[src/rtl/id_ex_pipe_reg.sv]
// id_ex_pipe_reg: decode-to-execute pipeline register with stall, flush and bubble insertion.
// Control bits are cleared together with out_valid so a bubble can never cause a side effect.
module id_ex_pipe_reg #(
  parameter int WIDTH      = 32,
  parameter int REG_ADDR_W = 4
) (
  input  logic                  clk,
  input  logic                  rst_n,
  input  logic                  flush,
  input  logic                  freeze,
  input  logic                  in_valid,
  input  logic [3:0]            exec_command_in,
  input  logic                  mem_read_in,
  input  logic                  mem_write_in,
  input  logic                  wb_enable_in,
  input  logic                  b_in,
  input  logic                  s_in,
  input  logic                  imm_in,
  input  logic [WIDTH-1:0]      pc_in,
  input  logic [WIDTH-1:0]      val_rn_in,
  input  logic [WIDTH-1:0]      val_rm_in,
  input  logic [11:0]           shift_operand_in,
  input  logic [23:0]           signed_imm_24_in,
  input  logic [REG_ADDR_W-1:0] dest_in,
  input  logic [REG_ADDR_W-1:0] src1_in,
  input  logic [REG_ADDR_W-1:0] src2_in,
  input  logic                  carry_in,
  output logic                  out_valid,
  output logic [3:0]            exec_command,
  output logic                  mem_read,
  output logic                  mem_write,
  output logic                  wb_enable,
  output logic                  b,
  output logic                  s,
  output logic                  imm,
  output logic [WIDTH-1:0]      pc,
  output logic [WIDTH-1:0]      val_rn,
  output logic [WIDTH-1:0]      val_rm,
  output logic [11:0]           shift_operand,
  output logic [23:0]           signed_imm_24,
  output logic [REG_ADDR_W-1:0] dest,
  output logic [REG_ADDR_W-1:0] src1,
  output logic [REG_ADDR_W-1:0] src2,
  output logic                  carry
);
  localparam int CW = 11;
  localparam int DW = 3 * WIDTH + 36 + 3 * REG_ADDR_W + 1;
  logic [CW-1:0] ctl;
  logic [DW-1:0] dat;
  logic [CW+DW-1:0] q;
  always_comb begin
    ctl = in_valid ? {1'b1, exec_command_in, mem_read_in, mem_write_in, wb_enable_in, b_in, s_in, imm_in} : '0;
    dat = {pc_in, val_rn_in, val_rm_in, shift_operand_in, signed_imm_24_in, dest_in, src1_in, src2_in, carry_in};
  end
  // flush outranks freeze so a stalled instruction behind a taken branch is still killed
  always_ff @(posedge clk or negedge rst_n)
    if (!rst_n) q <= '0;
    else if (flush) q <= '0;
    else if (!freeze) q <= {ctl, dat};
  assign {out_valid, exec_command, mem_read, mem_write, wb_enable, b, s, imm,
          pc, val_rn, val_rm, shift_operand, signed_imm_24, dest, src1, src2, carry} = q;
endmodule

[config.mk]
export PLATFORM = sky130hd
export DESIGN_NAME = id_ex_pipe_reg
export DESIGN_NICKNAME = d
export VERILOG_FILES = /design/src/rtl/id_ex_pipe_reg.sv
export SDC_FILE = /design/constraint.sdc
export NUM_CORES = 1
export LEC_CHECK = 0
export ABC_AREA = 1
export ABC_CLOCK_PERIOD_IN_PS = 800
export CAP_MARGIN = 20
export CORE_UTILIZATION = 36
export CTS_BUF_LIST = sky130_fd_sc_hd__clkbuf_4 sky130_fd_sc_hd__clkbuf_8
export DETAILED_ROUTE_END_ITERATION = 10
export PLACE_DENSITY = 0.78
export REMOVE_ABC_BUFFERS = 1
export SYNTH_ARGS = -nofsm -noshare
export SYNTH_HDL_FRONTEND = slang
export SYNTH_SLANG_ARGS = --single-unit
export TNS_END_PERCENT = 20
[constraint.sdc]
create_clock -name clk -period 0.8 [get_ports clk]
set_input_delay 0.2 -clock clk [delete_from_list [all_inputs] [get_ports clk]]
set_output_delay 0.2 -clock clk [all_outputs]
set_load 0.05 [all_outputs]
Word-level counts from Yosys, hierarchy flattened
Index checks and enable logic that the tools add are counted.

Logic and storage cells: 5. Input port bits: 160. Output and inout port bits: 156. Flip-flop bits (word level): 156.

Multiplexer cells: 3. Equality and inequality tests: 1.

Operator list (count): 156-bit 2-to-1 mux (2); 11-bit 2-to-1 mux (1); 2-bit != test, second input constant (1).

Depth between registers and ports, before layout
Word-level depth: 3. Mapped depth: 6. Gate-level depth less buffers: 4.

Worst setup path after synthesis
No wires, ideal clock.

Path type: input -> register. Start point: input port freeze. End point: register q[105]. Arrival: 0.787 ns. Data required time: 0.735 ns. Slack: -0.052 ns. Cell stages on the path: 6. Setup time: 0.065 ns. Buffers on the path: 2. Cell sequence: inv_1 -> nor2_2 -> buf_2 -> buf_2 -> nand2_1 -> nand2_1.

Longest elaborated chain between the ends: 1.

RTL lines: start: declaration (line 10) `input logic freeze,`; 2-bit != test (no line); end signal: assignment (line 59) `else if (!freeze) q <= {ctl, dat};`; end: declaration (line 50) `logic [CW+DW-1:0] q;`.

Every way passes these cells. A chain may end at the register's enable or synchronous reset.

Worst setup path after layout
Start point: register q[126]. End point: output port pc[13].

RTL lines: end: declaration (line 36) `output logic [WIDTH-1:0] pc,`.

No word-level cell between the ends.

==> out/summary.txt <==
Die Footprint -> 16,800 µm²
initial antenna violation count -> 0
FMAX -> 792 MHz
width of the die -> 130 µm
CTS tree -> done
status -> finished with violations
commonest non-fill, non-tap cells in the layout -> 453 x nand2_1, 170 x buf_12, 156 x clkdlybuf4s50_1, 156 x dfrtp_1, 55 x buf_4
minimum clock period -> 1.26 ns
Cells after Synth -> 662
CP Max Fanout -> 2
Syn. warnings -> 0
setup violators final -> 161
final hold violations -> 0
RSZ-0062 raised after global routing -> true
Pre-antenna DRT Iters -> 4
CP endpoint kind -> output port
simple-gate share of the synthesized area -> 0.303
#FFs+latches synth -> 156
Tightest Hold Check Type -> input pin to asynchronous set/reset pin
Post-Synth Adder-Cell Area -> 0
worst-margin pin slew -> 0.298 ns
Finished Cell Area -> 11,800 µm²
crit-path max cell delay -> 0.44 ns
Bufs and invs on worst path -> 1
largest family of logic cells by synthesized area -> simple AND/OR/NAND/NOR gates
Starting Density -> 0.370
Max Slew Vio Count -> 0
CTS Sinks -> 156
WL per Instance -> 15.9 µm
GPL Wtd Cong -> 0.748
multi-input logic area -> 1800 µm²
first-pass GRT wire length -> 30,200 µm
Overall Global Routing Usage -> 0.239
Gate power share -> 0.275
Seq pwr share -> 0.443
CORE AREA -> 15,900 µm²
Clk pwr share -> 0.283
commonest non-fill, non-tap cell in the layout -> nand2_1
failing checks -> negative setup slack
CP arrival -> 1.06 ns
Setup WS post-layout -> -0.462 ns
PD cells -> 1690 nW/µm²
largest net degree at the start of global routing -> 68
Cell variety after synth -> 9
Avg Cell Area, Syn -> 8.87 µm²
static leakage -> 5.93 nW
CTS buffer count -> 17
Final Cycle Share -> 1.58
sw frac -> 0.309
IR drop worst, VDD -> 0.000970 V
H-Tree Depth -> 4
compound-gate portion of the synthesized area -> 0
worst slack, placed -> -0.774 ns
Top delay family on crit path -> flip-flops
setup_tns -> -66.62 ns
synthesized area -> 5870 µm²
critical-path cell with the highest stage delay -> dfrtp_1
drt via density -> 4.61
grt ovf -> 0
skew final -> 0 ns
diode count -> 0
layout cells sized above 1 -> 0.256
sequential share of the synthesized area -> 0.665
Synth Area in XOR/XNOR -> 0
Placed Area -> 11,100 µm²
row count -> 46
Largest register FFs -> 156
clock slew at the register clock pins of the worst setup and hold paths -> 0.09 ns
Clock Path Buffers -> 2
Regs by FF count -> q (156)
DP Wirelength -> 15,300 µm
Crit Path Class -> flop to output port
register area -> 3900 µm²
max-cap check violation count -> 0
IO Count -> 316
crit-path cells -> buf_12
clk_lat worst skew -> 0.45 ns
Port Buffers -> 315
final WL -> 20,100 µm
Filler cells -> 1,028
CTS root buffer -> clkbuf_8
reg2reg setup slack -> -0.11 ns
post-route ant nets -> 0
die height -> 130 µm
Int Pwr -> 0.0137 W
Net Sw Power -> 0.00613 W
mux contribution to synthesized area -> 0
DRC Markers -> 0
Synth-to-Final Area Change -> 100%
DRT iter0 DRCs -> 197
Startpoint Class -> flop
Via Count -> 5,805
layout net count -> 1,191
vias in the first global route -> 5,899
Largest Register -> q
Hold WS -> 0.152 ns
Critical Path RT -> 0.60 ns
Slew headroom -> 0.801
## Yosys cell counts, drive strengths merged
cell type / number / area [µm²]
buf: 34 / 180
nand3: 10 / 50.1
nand2: 458 / 1720
dfrtp: 156 / 3900
inv: 1 / 3.75
clkbuf: 1 / 3.75
nor2: 2 / 10.0
## per-stage QoR
stage           util  cells  total power [W]
2_1_floorplan      -    627           0.0108
3_3_place_gp   0.701   1194           0.0142
3_5_place_dp   0.701   1194           0.0143
4_1_cts        0.734   1245           0.0200
5_1_grt        0.741   1260           0.0207
6_report       0.741   1260           0.0199
## timing repair
action                     in CTS  in global routing
setup buffers                  18                 15
hold endpoints to repair      156                  0
pin swaps                       2                  0
hold buffers                    1                  0
setup endpoints to repair     312                233
resized for setup               5                  6
## layout make-up
| class | count | area share |
|---|---|---|
| Clock inverter | 12 | 0.00989 |
| Clock buffer | 20 | 0.0223 |
| Sequential cell | 156 | 0.332 |
| Multi-Input combinational cell | 470 | 0.153 |
| Timing Repair Buffer | 385 | 0.460 |
| Inverter | 1 | 0.000319 |
| Tap cell | 216 | 0.0230 |
## power by group through the flow
stage / sequential, W / combinational (W) / clock (W)
after floorplan: 0.0102 / 0.000586 / 0
after global placement: 0.00892 / 0.00526 / 0
after detailed placement: 0.00896 / 0.00534 / 0
after CTS: 0.00880 / 0.00543 / 0.00579
after global routing: 0.00884 / 0.00571 / 0.00614
final: 0.00880 / 0.00545 / 0.00561
## path summary, 6_finish.rpt
| kind | endpoint | cells after the start | startpoint |
|---|---|---|---|
| min | q[64]$_DFFE_PN0P_ | 2 | rst_n |
| max in group asynchronous | q[34]$_DFFE_PN0P_ | 3 | rst_n |
| min in group clk | q[40]$_DFFE_PN0P_ | 5 | flush |
| min reg2reg | q[81]$_DFFE_PN0P_ | 2 | q[81]$_DFFE_PN0P_ |
| max | pc[13] | 1 | q[126]$_DFFE_PN0P_ |
| max reg2reg | q[94]$_DFFE_PN0P_ | 4 | q[94]$_DFFE_PN0P_ |
## metal layers
layer  track usage  routed length [µm]  vias up
li1              -                   -     2725
met1         0.239                6880     2782
met2         0.440               10900      254
met3        0.0886                1700       44
met4         0.107                 617        0
met5             0                   0        -
## logic make-up after synthesis
logic type | count (synthesis)
and+or+nand+nor | 470
DFF | 156
buffers and inverters | 36
Power figures use the tool's default switching activity.
